===== config.mk =====
export PLATFORM = sky130hd
export DESIGN_NAME = dnn_infer_ctrl
export DESIGN_NICKNAME = d
export VERILOG_FILES = /design/src/rtl/dnn_ctrl_pkg.sv /design/src/rtl/dnn_argmax_seq.sv /design/src/rtl/dnn_infer_ctrl.sv
export SDC_FILE = /design/constraint.sdc
export NUM_CORES = 1
export LEC_CHECK = 0
export BUFFER_PORTS_ARGS = -buffer_cell sky130_fd_sc_hd__buf_2
export CORE_ASPECT_RATIO = 0.8
export CORE_MARGIN = 2
export CORE_UTILIZATION = 40
export CTS_CLUSTER_SIZE = 30
export DETAILED_ROUTE_END_ITERATION = 16
export SLEW_MARGIN = 20
export SYNTH_ARGS = -nofsm -noshare
export SYNTH_HDL_FRONTEND = slang
export SYNTH_SLANG_ARGS = --single-unit

===== constraint.sdc =====
create_clock -name clk -period 8.9 [get_ports clk]
set_input_delay 1.78 -clock clk [delete_from_list [all_inputs] [get_ports clk]]
set_output_delay 1.78 -clock clk [all_outputs]
set_load 0.02 [all_outputs]

===== src/rtl/dnn_ctrl_pkg.sv =====
// Shared types and constants for the DNN inference sequencer.
//   ctrl_state_t : sequencer states (load image, clear engine, start, wait,
//                  argmax scan, present result)
//   ERR_CLASS    : class code reported when the engine times out
//   score_t      : signed fixed-point score / pixel word
package dnn_ctrl_pkg;

  localparam int SCORE_W = 15;

  localparam logic [3:0] ERR_CLASS = 4'hF;

  typedef logic signed [SCORE_W-1:0] score_t;

  typedef enum logic [2:0] {
    ST_LOAD   = 3'd0,
    ST_CLR    = 3'd1,
    ST_START  = 3'd2,
    ST_WAIT   = 3'd3,
    ST_ARGMAX = 3'd4,
    ST_RESULT = 3'd5
  } ctrl_state_t;

endpackage


===== src/rtl/dnn_argmax_seq.sv =====
// Sequential argmax over a captured score vector.
//   clk, rst : clock, synchronous active-high reset (control only)
//   load     : capture scores, seed best with element 0
//   scores   : packed score vector, element k at [k*DATA_WIDTH +: DATA_WIDTH]
//   done     : high during the cycle that performs the final compare
//   cls      : index of the winning score (valid after done)
//   score    : winning score (valid after done)
// One signed compare per cycle; update only on strictly greater, so ties
// resolve to the lowest index.
module dnn_argmax_seq
  import dnn_ctrl_pkg::*;
#(
  parameter int DATA_WIDTH  = 15,
  parameter int NUM_CLASSES = 10
) (
  input  logic                                  clk,
  input  logic                                  rst,
  input  logic                                  load,
  input  logic [NUM_CLASSES*DATA_WIDTH-1:0]     scores,
  output logic                                  done,
  output logic [3:0]                            cls,
  output logic signed [DATA_WIDTH-1:0]          score
);

  localparam int IDX_W = $clog2(NUM_CLASSES);

  logic signed [DATA_WIDTH-1:0] sbuf_p0 [NUM_CLASSES];
  logic signed [DATA_WIDTH-1:0] best_p0;
  logic [IDX_W-1:0]             bidx_p0;
  logic [IDX_W-1:0]             idx_p0;
  logic                         vld_p0;

  // Stage p0: capture vector, then scan index idx_p0 against running best
  always_ff @(posedge clk) begin
    if (load) begin
      for (int k = 0; k < NUM_CLASSES; k++) begin
        sbuf_p0[k] <= scores[k*DATA_WIDTH +: DATA_WIDTH];
      end
      best_p0 <= scores[DATA_WIDTH-1:0];
      bidx_p0 <= '0;
    end else if (vld_p0 && (sbuf_p0[idx_p0] > best_p0)) begin
      best_p0 <= sbuf_p0[idx_p0];
      bidx_p0 <= idx_p0;
    end
  end

  always_ff @(posedge clk) begin
    if (rst) begin
      vld_p0 <= 1'b0;
      idx_p0 <= '0;
    end else if (load) begin
      vld_p0 <= 1'b1;
      idx_p0 <= IDX_W'(1);
    end else if (vld_p0) begin
      if (idx_p0 == IDX_W'(NUM_CLASSES-1)) begin
        vld_p0 <= 1'b0;
      end else begin
        idx_p0 <= idx_p0 + 1'b1;
      end
    end
  end

  assign done  = vld_p0 && (idx_p0 == IDX_W'(NUM_CLASSES-1));
  assign cls   = 4'(bidx_p0);
  assign score = best_p0;

endmodule


===== src/rtl/dnn_infer_ctrl.sv =====
// Sequencer around the fixed-point ReLU inference engine.
//   clk, rst            : clock, synchronous active-high reset
//   pix_valid/ready/data: image pixel stream in
//   mem_wr_en/addr/data : writes pixels into the activation region
//   dnn_reset/start     : one-cycle engine soft reset and start
//   dnn_done, dnn_out   : engine completion level and packed class scores
//   res_valid/ready     : one result per image, held until consumed
//   res_class/score/err : argmax index and score, or ERR_CLASS/0/1 on timeout
//   img_count           : completed results, wrapping
module dnn_infer_ctrl
  import dnn_ctrl_pkg::*;
#(
  parameter int                    DATA_WIDTH     = 15,
  parameter int                    ADDR_WIDTH     = 17,
  parameter logic [ADDR_WIDTH-1:0] ADDR_BASE_A    = '0,
  parameter int                    IMG_WORDS      = 400,
  parameter int                    NUM_CLASSES    = 10,
  parameter int                    TIMEOUT_CYCLES = 200000,
  parameter int                    CNT_WIDTH      = 16
) (
  input  logic                              clk,
  input  logic                              rst,
  input  logic                              pix_valid,
  output logic                              pix_ready,
  input  logic signed [DATA_WIDTH-1:0]      pix_data,
  output logic                              mem_wr_en,
  output logic [ADDR_WIDTH-1:0]             mem_wr_addr,
  output logic signed [DATA_WIDTH-1:0]      mem_wr_data,
  output logic                              dnn_reset,
  output logic                              dnn_start,
  input  logic                              dnn_done,
  input  logic [NUM_CLASSES*DATA_WIDTH-1:0] dnn_out,
  output logic                              res_valid,
  input  logic                              res_ready,
  output logic [3:0]                        res_class,
  output logic signed [DATA_WIDTH-1:0]      res_score,
  output logic                              res_err,
  output logic [CNT_WIDTH-1:0]              img_count
);

  localparam int IDX_W = $clog2(IMG_WORDS);
  localparam int TO_W  = $clog2(TIMEOUT_CYCLES);

  ctrl_state_t                  state;
  logic [IDX_W-1:0]             idx;
  logic [TO_W-1:0]              to_cnt;
  logic                         err_q;
  logic [CNT_WIDTH-1:0]         count_q;

  logic                         pix_accept;
  logic                         am_load;
  logic                         am_done;
  logic [3:0]                   am_cls;
  logic signed [DATA_WIDTH-1:0] am_score;
  logic                         in_result;

  assign pix_accept = (state == ST_LOAD) && pix_valid;
  assign am_load    = (state == ST_WAIT) && dnn_done;
  assign in_result  = (state == ST_RESULT);

  // Writes are combinational from the accept so back-to-back pixels need no bubble
  always_comb begin
    pix_ready   = (state == ST_LOAD);
    mem_wr_en   = pix_accept;
    mem_wr_addr = ADDR_BASE_A + ADDR_WIDTH'(idx);
    mem_wr_data = pix_accept ? pix_data : '0;
    dnn_reset   = (state == ST_CLR);
    dnn_start   = (state == ST_START);
    res_valid   = in_result;
    res_err     = in_result && err_q;
    res_class   = in_result ? (err_q ? ERR_CLASS : am_cls) : 4'h0;
    res_score   = (in_result && !err_q) ? am_score : '0;
    img_count   = count_q;
  end

  always_ff @(posedge clk) begin
    if (rst) begin
      state   <= ST_LOAD;
      idx     <= '0;
      to_cnt  <= '0;
      err_q   <= 1'b0;
      count_q <= '0;
    end else begin
      case (state)
        ST_LOAD: begin
          if (pix_accept) begin
            if (idx == IDX_W'(IMG_WORDS-1)) begin
              idx   <= '0;
              state <= ST_CLR;
            end else begin
              idx <= idx + 1'b1;
            end
          end
        end
        ST_CLR: state <= ST_START;
        ST_START: begin
          to_cnt <= '0;
          state  <= ST_WAIT;
        end
        ST_WAIT: begin
          // done has priority over a coincident timeout
          if (dnn_done) begin
            err_q <= 1'b0;
            state <= ST_ARGMAX;
          end else if (to_cnt == TO_W'(TIMEOUT_CYCLES-1)) begin
            err_q <= 1'b1;
            state <= ST_RESULT;
          end else begin
            to_cnt <= to_cnt + 1'b1;
          end
        end
        ST_ARGMAX: begin
          if (am_done) state <= ST_RESULT;
        end
        ST_RESULT: begin
          if (res_ready) begin
            count_q <= count_q + 1'b1;
            state   <= ST_LOAD;
          end
        end
        default: state <= ST_LOAD;
      endcase
    end
  end

  dnn_argmax_seq #(
    .DATA_WIDTH  (DATA_WIDTH),
    .NUM_CLASSES (NUM_CLASSES)
  ) u_argmax (
    .clk    (clk),
    .rst    (rst),
    .load   (am_load),
    .scores (dnn_out),
    .done   (am_done),
    .cls    (am_cls),
    .score  (am_score)
  );

endmodule


# [Yosys cells after proc, flatten, opt, wreduce, memory -nomap -nowiden]
# Memories as Yosys holds them, arrays and structs flattened.
# Index checks and enable logic that the tools add are counted.
[classes] n_lt_le_gt_ge=1 eq_ne=16 add_sub_neg=4 n_bitwise=1 muxes=27 n_reduce_logical=20
[ops] operator="2-to-1 mux 15 bit" count=4
[ops] operator="2-to-1 mux 18 bit" count=2
[ops] operator="case mux 18 bit (2 select lines)" count=1
[ops] operator="adder 18 x 1 -> 18 bit, second input constant" count=1
[ops] operator="== test 18 bit, second input constant" count=1
[ops] operator="2-to-1 mux 3 bit" count=6
[ops] operator="case mux 3 bit (6 select lines)" count=1
[ops] operator="adder 16 x 1 -> 16 bit, second input constant" count=1
[ops] operator="> comparator 15 bit" count=1
[ops] operator="2-to-1 mux 1 bit" count=10
[ops] operator="!= test 2 bit, second input constant" count=5
[ops] operator="AND reduction 2 bit" count=5
[ops] operator="adder 9 x 1 -> 9 bit, second input constant" count=1
[ops] operator="== test 9 bit, second input constant" count=1
[ops] operator="2-to-1 mux 9 bit" count=1
[ops] operator="2-to-1 mux 4 bit" count=2
[ops] operator="nonzero test 2 bit" count=4
[ops] operator="== test 3 x 2 -> 1 bit, second input constant" count=2
[ops] operator="== test 3 bit, second input constant" count=2
[ops] operator="logical AND 1 bit" count=6
[ops] operator="AND reduction 5 bit" count=1
[ops] operator="adder 4 x 1 -> 4 bit, second input constant" count=1
[ops] operator="== test 4 bit, second input constant" count=1
[ops] operator="!= test 2 x 1 -> 1 bit, second input constant" count=2
[ops] operator="other kinds (7)" count=7
[totals] ramBits=150 output_inout_bits=73 elab_cells=80 mem_count=1 ff_bits=71 in_bits=170
[mem_list] name="u_argmax.sbuf_p0" depth=10 width=15 rd=1 rd_clocked_by_memory_dff=0 write_ports=10 line="dnn_argmax_seq.sv:27" text="logic signed [DATA_WIDTH-1:0] sbuf_p0 [NUM_CLASSES];"

# [Longest topological paths before layout]
# Gate-level depths: netlist of run 1.
# An unclocked memory read counts as a cell.
[depth] depth_word=5 mapped_depth=13 depth_no_buf=11

# [Cells and area by module]
# From an unflattened synthesis of run 1, not the netlist that was laid out.
[unflattened] hier_cells=738 hier_area_um2=9933.3
[modules_own_cells] mod="dnn_argmax_seq" area_per_inst_um2=7249.5 cells_per_inst=387 n_inst=1 seq_area_each_um2=5134.9
[modules_own_cells] mod="dnn_infer_ctrl" area_per_inst_um2=2683.8 cells_per_inst=351 n_inst=1 seq_area_each_um2=940.9

# [Worst setup path after synthesis of run 1]
# Ideal clock, no wire load.
[synth_path] path_type="input to register" from="input dnn_done" to="memory u_argmax.sbuf_p0[0][0] (enable)" t_arrival_ns=6.408 setup_slack_ns=1.919 n_path_buf=1 path_stages=3 cell_sequence="nand3_1 inv_1 clkbuf_1"
[synth_lines] item="from (decl)" line="dnn_infer_ctrl.sv:31" text="input logic dnn_done,"
[synth_lines] item="to (decl)" line="dnn_argmax_seq.sv:27"

# [Final worst setup path of run 1]
[layout_path] from="register state[0]" to="output res_score[0]"
[layout_via] elab_chain_len=3
[layout_rtl] item="from (decl)" line="dnn_infer_ctrl.sv:44" text="ctrl_state_t state;"
[layout_rtl] item="from (signal assigned)" line="dnn_infer_ctrl.sv:78" text="state <= ST_LOAD;"
[layout_rtl] item="from (signal assigned)" line="dnn_infer_ctrl.sv:89" text="state <= ST_CLR;"
[layout_rtl] item="from (signal assigned)" line="dnn_infer_ctrl.sv:95" text="ST_CLR: state <= ST_START;"
[layout_rtl] item="== test 3 bit" line="dnn_infer_ctrl.sv:59" text="assign in_result = (state == ST_RESULT);"
[layout_rtl] item="logical AND 1 bit" line="dnn_infer_ctrl.sv:72" text="res_score = (in_result && !err_q) ? am_score : '0;"
[layout_rtl] item="2-to-1 mux 15 bit" line="dnn_infer_ctrl.sv:72"
[layout_rtl] item="to (decl)" line="dnn_infer_ctrl.sv:36" text="output logic signed [DATA_WIDTH-1:0] res_score,"
# No other way between the ends.

==> metrics.md, run 1 <==
| Metric | Value |
|---|---|
| Result of the run | finished clean |
| Final count of negative-setup-slack endpoints | 0 |
| Uppermost signal routing layer after detailed routing | met4 |
| CTS-repair resized insts | 0 |
| Setup crit start | state[0] |
| Floorplan die height | 143 um |
| Routed length on met1 | around 9400 um |
| DPL Wire Length | 15,100 um |
| Slowest library cell on the worst path | dfxtp_1 |
| Global-route wire length before repair | 33,200 um |
| Synth Warn # | 0 |
| Setup clock skew after layout | about 0.026 ns |
| # diodes | 0 |
| Clock network latency to the later pin of the worst-skew pair | 0.53 ns |
| Buffers inserted during post-CTS setup optimization | 0 |
| Seq cells post-synth | 221 |
| First-pass iteration count of the detailed router | 4 |
| Number of buffers inserted by hold repair at cts | 0 |
| Worst EP required | about 7.1 ns |
| Synthesized area per cell | ~14 um2 |
| Number of antenna-violating nets in the routed design | 0 |
| Share of async-settable or async-resettable flops after synthesis | 0% |
| Worst min-delay path class | flip-flop to flip-flop |
| Clock tree from TritonCTS | done |
| Last weighted congestion value of the routability-driven placer | around 0.83 |
| EDFF count, synth | 165 |
| Achievable frequency | 0.215 GHz |
| Per-cell routed wire length | 16.8 um |
| Sum of negative setup slack | 0 ns |
| Critical Path Sink Type | output port |
| Hold Fails Final Rpt | 0 |
| Total clock buffers created by CTS | 24 |
| Worst setup timing slack at the placement stage | 4.35 ns |
| Fill cell instance count of the final layout | 2,096 |
| Num rows | 50 |
| Setup repair after global routing missed its margin | no |
| Number of distinct library cell variants in the gate-level netlist after synthesis | 57 |
| Peak fanout along the critical path | 23 |
| Floorplan die area | 0.0254 mm2 |
| Post-DR vias/cell | 5.06 |
| Clock sinks | 221 |
| Starting Density | approximately two fifths |
| Congestion Overflow GR | 0 |
| Start-to-end type of the worst setup path | flip-flop to output port |
| Rel. slew slack | 29.9% |
| Sum of met3 wire segment lengths after detailed routing | 1550 um |
| Fraction of layout instances using a drive strength above 1 | ~35% |
| Worst slew pin tran | 1.05 ns |
| Drc violations | 0 |
| Power per unit of standard cell area | 188 mW/mm2 |
| Shortest clock period the worst path allows after layout | 4.66 ns |
| Overall routed net length | ~21,000 um |
| Number of input and output port buffers inserted | 234 |
| Static Leakage | roughly 4.5 nW |
| Post-layout net count | 1,128 |
| Mapped Cells | between 700 and 800 |
| Max capacitance violation total | 0 |
| Clock edge transition at the registers on the reported setup and hold paths | roughly 0.06 ns |
| Max-slew violation count | 0 |
| Number of levels in the clock H-tree | 1 |
| Clock tree root buffer cell | clkbuf_16 |
| Maximum vdd ir drop | between 150 and 200 uV |
| Sequential element share of the synthesized area | between 60% and 70% |
| Placeable core region | 0.0235 mm2 |
| DRC marker count from the first detailed-route iteration | 411 |
| Number of top-level design ports | approximately 240 |
| Met2 Wirelength | a little under 10,000 um |
| Leading cell type in the layout, fill and taps excluded | buf_2 |
| Final Cycle Share | 52.3% |
| Hold Crit Start | u_argmax.cls[3] |
| Global-route total usage across every layer | 16.8% |
| Startpoint kind of the worst setup timing path | flip-flop |
| Min setup slack post-route | 4.24 ns |
| Initial antenna violation count | 0 |
| Width of the chip | about 180 um |
| Netlist Area Pre-Place | 0.00966 mm2 |
| Maximum buffer depth of the clock tree | 3 |
| Top library cells by usage in the layout, fill and taps aside | buf_2, edfxtp_1, dfxtp_1 |
| Relative area change from synthesis to final layout | 23.2% |
| Launching point of the worst reg2reg path | u_argmax.idx_p0[0] |
| Max stage delay on crit path | 0.85 ns |
| Via total after detailed routing | 6,414 |
| Chain of cells forming the critical path | inv_2 > or3_1 > nor3b_1 > buf_2 |
| Data arrival time of the worst path | approximately 2.9 ns |
| Most used flip-flop cell after synthesis | edfxtp_1 |
| Largest net degree at the start of global routing | 85 |
| Vias in the first global route | 6,326 |
[worst max-delay path, delay by kind of cell, from the launching register on]
kind / cells / cell delay, ns
flops: 1 / 0.85
buf+inv: 2 / 0.33
simple gates: 2 / 1.17
[routing by layer]
layer	vias up	track usage, %
met5	-	0
met4	0	4.36
met3	32	3.89
met2	221	27.4
met1	3028	22.8
li1	3133	-
[path summary, 6_finish.rpt]
check	endpoint	slack (ns)	depth (start not counted)
max reg2reg	u_argmax.score[4]	4.49	11
min	u_argmax.cls[3]	0.48	2
min reg2reg	u_argmax.cls[3]	0.48	2
max	res_score[0]	4.24	4
[cell usage after synthesis (4+ instances only)]
| cell type | n | area share [%] |
|---|---|---|
| ha_1 | 20 | 2.6 |
| nor2b_1 | 15 | 0.97 |
| and3_1 | 12 | 0.78 |
| edfxtp_1 | 165 | 51 |
| a21o_1 | 5 | 0.39 |
| buf_2 | 6 | 0.31 |
| nor3_1 | 20 | 1.0 |
| or3_1 | 12 | 0.78 |
| dfxtp_1 | 56 | 12 |
| a21oi_1 | 45 | 2.3 |
| o21ai_0 | 23 | 1.2 |
| nand2_1 | 31 | 1.2 |
| nor2_1 | 46 | 1.8 |
| buf_4 | 10 | 0.78 |
| nand4_1 | 10 | 0.65 |
| mux4_2 | 30 | 7.0 |
| a211oi_1 | 19 | 1.5 |
| mux2i_1 | 16 | 1.7 |
| xor2_1 | 13 | 1.2 |
| a31oi_1 | 4 | 0.26 |
| xnor2_1 | 15 | 1.4 |
| inv_1 | 21 | 0.82 |
| nand3_1 | 15 | 0.78 |
| and2_1 | 19 | 1.2 |
| clkbuf_1 | 26 | 1.0 |
| mux2_2 | 15 | 1.7 |
[per-stage QoR]
stage	instances	hold WS, ns	utilization (%)	total power, mW	instance area [um2]
after detailed placement	1224	0.478	47.1	1.25	11100
final	1268	0.483	50.6	2.24	11900
after global placement	1224	0.467	47.1	1.25	11100
after global routing	1268	0.515	50.6	2.33	11900
after CTS	1268	0.487	50.6	2.27	11900
after floorplan	719	0.454	-	1.20	9680
[sequential cells by signal (all words and copies together), names as in the netlist]
signal            cells
u_argmax.sbuf_p0    150
to_cnt               18
img_count            16
u_argmax.score       15
idx                   9
u_argmax.cls          4
u_argmax.idx_p0       4
state                 3
err_q                 1
u_argmax.vld_p0       1
[logic make-up (layout without fill, tap and decap cells)]
| kind of cell | Yosys count | after routing | synth area share [%] |
|---|---|---|---|
| xor gates and xnor gates | 28 | 28 | 2.54 |
| DFF | 221 | 221 | 62.9 |
| buffers and inverters | 68 | 305 | 3.15 |
| muxes | 61 | 61 | 10.4 |
| AOI/OAI and AO/OA | 115 | 115 | 7.55 |
| other | 1 | 8 | 0.0388 |
| adders and majority gates | 20 | 20 | 2.59 |
| and+or+nand+nor | 198 | 198 | 10.8 |
[where the power goes]
part | switching [mW] | internal (mW)
registers | 0.00897 | 1.11
clock network | 0.410 | 0.599
logic | 0.0587 | 0.0485
[layout make-up]
cell class / count / area [um2] / area share, %
sequential: 221 / 6080 / 51.2
timing repair buffer: 237 / 1190 / 10.0
clock buffer: 29 / 629 / 5.29
inverter: 24 / 97.6 / 0.821
clock inverter: 15 / 193 / 1.62
tap: 312 / 390 / 3.28
multi-input combinational: 430 / 3310 / 27.8
Power figures use the tool's default switching activity.
==> run 2, diff against run 1 <==
--- a/config.mk
+++ b/config.mk
@@ -5,6 +5,7 @@
 export SDC_FILE = /design/constraint.sdc
 export NUM_CORES = 1
 export LEC_CHECK = 0
+export ABC_AREA = 1
 export BUFFER_PORTS_ARGS = -buffer_cell sky130_fd_sc_hd__buf_2
 export CORE_ASPECT_RATIO = 0.8
 export CORE_MARGIN = 2
==> constraint.sdc (replaced) <==
create_clock -name clk -period 4.4 [get_ports clk]
set_input_delay 0.88 -clock clk [delete_from_list [all_inputs] [get_ports clk]]
set_output_delay 0.88 -clock clk [all_outputs]
set_load 0.02 [all_outputs]
==> metrics.md, run 2 <==
| Metric | Value |
|---|---|
| Worst min-delay path class | flip-flop to flip-flop |
| Floorplan die area | 0.0268 mm2 (+5.6%) |
| Depth of the worst register-to-register path | 19 (+8) |
| Congestion Overflow GR | 0 (unchanged) |
| EDFF count, synth | 165 (unchanged) |
| Internal Power | 3.81 mW (+120%) |
| Number of antenna-violating nets in the routed design | 0 (unchanged) |
| Starting Density | 40.6% (-0.49 points) |
| Total clock buffers created by CTS | 25 (+4.2%) |
| Worst EP required | 4.63 ns (-2.49 ns) |
| Most used flip-flop cell after synthesis | edfxtp_1 |
| Net Sw Frac | 22.2% (+0.85 points) |
| Top cell type's share of synthesized area | 48.5% (-2.8 points) |
| Combinational power share | 7.8% (+3.0 points) |
| Achievable frequency | 0.302 GHz |
| Setup repair after global routing missed its margin | no |
| Last weighted congestion value of the routability-driven placer | 0.876 (+5.2%) |
| CP Capture Point | u_argmax.score[5] |
| Number of distinct library cell variants in the gate-level netlist after synthesis | 45 (-21%) |
| Setup crit start | u_argmax.idx_p0[0] |
| Kind of cell with the highest combined delay on the critical path | simple AND/OR/NAND/NOR gates |
| Hold Slack | 0.483 ns (+0.0000950 ns) |
| Sequential element share of the synthesized area | 59.5% (-3.4 points) |
| Number of cells on the critical path | 19 (+15) |
| Flop-to-flop setup slack | 1.09 ns (-3.40 ns) |
| Post-layout net count | 1,510 (+34%) |
| Number of top-level design ports | 243 (unchanged) |
| Result of the run | finished clean |
| Slowest library cell on the worst path | ha_1 |
| Net Sw Power | 1.09 mW (+130%) |
| Static Leakage | 5.23 nW (+17%) |
| Global-route total usage across every layer | 19.9% (+3.1 points) |
| Capture instance of the worst register-to-register path | u_argmax.score[5] |
| Start-to-end type of the worst setup path | flip-flop to flip-flop |
| Power per unit of standard cell area | 390 mW/mm2 (+110%) |
| Fraction of layout instances using a drive strength above 1 | 22.9% (-12 points) |
| Clock network latency to the later pin of the worst-skew pair | 0.53 ns (about the same) |
| Leading cell type in the layout, fill and taps excluded | buf_2 |
| Number of buffers inserted by hold repair at cts | 0 (unchanged) |
| Data arrival time of the worst path | 3.54 ns (+0.66 ns) |
| Clock tree from TritonCTS | done |
| Library cell with the largest summed area after synthesis | edfxtp_1 |
| Peak fanout along the critical path | 29 (+26%) |
| Overall routed net length | 26,900 um (+26%) |
| Commonest cells post-synth | nand2_1, edfxtp_1, nor2_1, inv_1, o21ai_0 |
| DPL Wire Length | 19,300 um (+28%) |
| CTS-repair resized insts | 0 (unchanged) |
| Final count of negative-setup-slack endpoints | 0 (unchanged) |
| Max stage delay on crit path | 0.33 ns (-0.52 ns) |
| Rel. slew slack | 36.1% (+6.3 points) |
| Post-DR vias/cell | 4.99 (-1.3%) |
| Top library cells by usage in the layout, fill and taps aside | buf_2, nand2_1, nor2_1, edfxtp_1, inv_1 |
| Top-count cell post-synth | nand2_1 |
| Shortest clock period the worst path allows after layout | 3.31 ns |
| Share of async-settable or async-resettable flops after synthesis | 0% (unchanged) |
| Drc violations | 0 (unchanged) |
| Biggest area contributors in the synthesized netlist | edfxtp_1, dfxtp_1, nand2_1 |
| Per-cell routed wire length | 16.2 um (-3.9%) |
| Synth Warn # | 0 (unchanged) |
| Vias in the first global route | 7,839 (+24%) |
| Clock sinks | 221 (unchanged) |
| First-pass iteration count of the detailed router | 5 (+1) |
| Most flops, register | u_argmax.sbuf_p0 |
| Buffers inserted during post-CTS setup optimization | 0 (unchanged) |
| Maximum buffer depth of the clock tree | 3 (unchanged) |
| Sum of negative setup slack | 0 ns (unchanged) |
| Netlist Area Pre-Place | 0.0102 mm2 (+5.8%) |
| Global-route wire length before repair | 41,800 um (+26%) |
| Worst slew pin tran | 0.956 ns (-0.0962 ns) |
| Hold Fails Final Rpt | 0 (unchanged) |
| Width of the chip | 183 um (+2.8%) |
| Number of levels in the clock H-tree | 1 (unchanged) |
| DRC marker count from the first detailed-route iteration | 472 (+15%) |
| Mapped Cells | 1,089 (+53%) |
| Startpoint kind of the worst setup timing path | flip-flop |
| Chain of cells forming the critical path | buf_4 > inv_2 > buf_4 > o21ai_0 > o22ai_1 > nand2_1 > nand3_1 > nand2_1 > inv_1 > ha_1 > nand2_1 > nor2_1 > nand3_1 > nor2_1 > nand2_1 > nand3_1 > nand3_1 > nand2_1 > buf_4 |
| Sequential Power Share | 46.8% (-3.4 points) |
| Clock edge transition at the registers on the reported setup and hold paths | 0.06 ns (about the same) |
| Via total after detailed routing | 8,305 (+29%) |
| Placeable core region | 0.0252 mm2 (+7.0%) |
| Relative area change from synthesis to final layout | 23.0% (about the same) |
| Number of input and output port buffers inserted | 234 (unchanged) |
| Synthesized area per cell | 9.38 um2 (-31%) |
| Count of buffer and inverter cells on the critical path | 5 (+3) |
| Critical Path Sink Type | flip-flop |
| Maximum vdd ir drop | 251 uV (+57%) |
| Final Cycle Share | 75.3% |
| Num rows | 52 (+4.0%) |
| Max-slew violation count | 0 (unchanged) |
| Most Frequent Cell on Critical Path | nand2_1 |
| Launching point of the worst reg2reg path | u_argmax.idx_p0[0] |
| Initial antenna violation count | 2 (+2) |
| Clock tree root buffer cell | clkbuf_16 |
| Setup clock skew after layout | 0.0123 ns (-0.0140 ns) |
| Largest net degree at the start of global routing | 74 (-13%) |
| Max FFs per register | 150 (unchanged) |
| Floorplan die height | 147 um (+2.8%) |
| Seq cells post-synth | 221 (unchanged) |
| Clock Power Share | 45.4% (+0.3 points) |
| Max capacitance violation total | 0 (unchanged) |
## run 2: cell count changes after synthesis, moves of 16 or more
cell | before | now
nand2_1 | 31 | 216
and2_1 | 19 | 0
mux4_2 | 30 | 0
o22ai_1 | 0 | 30
o21ai_0 | 23 | 80
nand3_1 | 15 | 58
mux2i_1 | 16 | 0
inv_1 | 21 | 111
a211oi_1 | 19 | 2
nor2_1 | 46 | 165
## run 2: cells by family (layout without fill, tap and decap cells)
logic type               after synthesis  count (layout)  synth area share [%]
AND/OR/NAND/NOR                      489             489                  20.6
flip-flops                           221             221                  59.5
AO/OA/AOI/OAI                        178             178                  9.31
buffers and inverters                164             406                  6.75
adder cells (fa/ha/maj)               20              20                  2.45
XOR/XNOR                              16              16                  1.37
other                                  1              10                0.0367
## run 2: worst min-delay path by stage
stage                 from                endpoint  slack, ns  cells past startpoint
6_report             err_q                   err_q       0.48                      2
5_1_grt        dnn_out[66]  u_argmax.sbuf_p0[4][6]       0.51                      1
4_1_cts              err_q                   err_q       0.48                      2
3_5_place_dp         err_q                   err_q       0.48                      2
3_3_place_gp        idx[8]                  idx[8]       0.47                      2
2_1_floorplan        err_q                   err_q       0.46                      2
## run 2: per-layer routing
metal	part of all wire [%]	up-vias	track usage, %	wire, um
met4	2.5	0	6.49	677
li1	-	4107	-	-
met5	0	-	0	0
met1	47	3835	28.8	12600
met3	7.8	42	3.79	2090
met2	43	321	30.3	11500
## run 2: layout make-up
cell class | instances | area (um2)
fill | 2351 | 12600
sequential | 221 | 6080
multi-input combinational | 711 | 3470
timing repair buffer | 247 | 1290
clock buffer | 31 | 648
inverter | 114 | 435
tap | 324 | 405
clock inverter | 14 | 228
antenna | 2 | 5.00
## run 2: power groups by stage
stage | Sequential [mW] | Clock, mW | Combinational (mW)
floorplan | 2.34 | 0 | 0.225
global placement | 2.34 | 0 | 0.378
detailed placement | 2.34 | 0 | 0.381
CTS | 2.29 | 2.27 | 0.384
global route | 2.29 | 2.36 | 0.424
finish | 2.29 | 2.22 | 0.380
## run 2: worst register-to-register path, cell delays in order (launching register included)
cell and delay (ns):
dfxtp_2 0.32, buf_4 0.25, inv_2 0.06, buf_4 0.23, o21ai_0 0.19, o22ai_1 0.11, nand2_1 0.07, nand3_1 0.08
nand2_1 0.13, inv_1 0.05, ha_1 0.33, nand2_1 0.09, nor2_1 0.16, nand3_1 0.08, nor2_1 0.14, nand2_1 0.09
nand3_1 0.15, nand3_1 0.19, nand2_1 0.13, buf_4 0.18
## run 2: stage by stage
stage               power [mW]  std cells  setup WS, ns  util, %  area [um2]
global placement          2.71       1617          1.19     46.4       11700
finish                    4.90       1664          1.09     49.9       12600
detailed placement        2.72       1617          1.10     46.4       11700
floorplan                 2.56       1096         0.777        -       10200
CTS                       4.95       1662          1.08     49.9       12600
global route              5.07       1664         0.721     49.9       12600
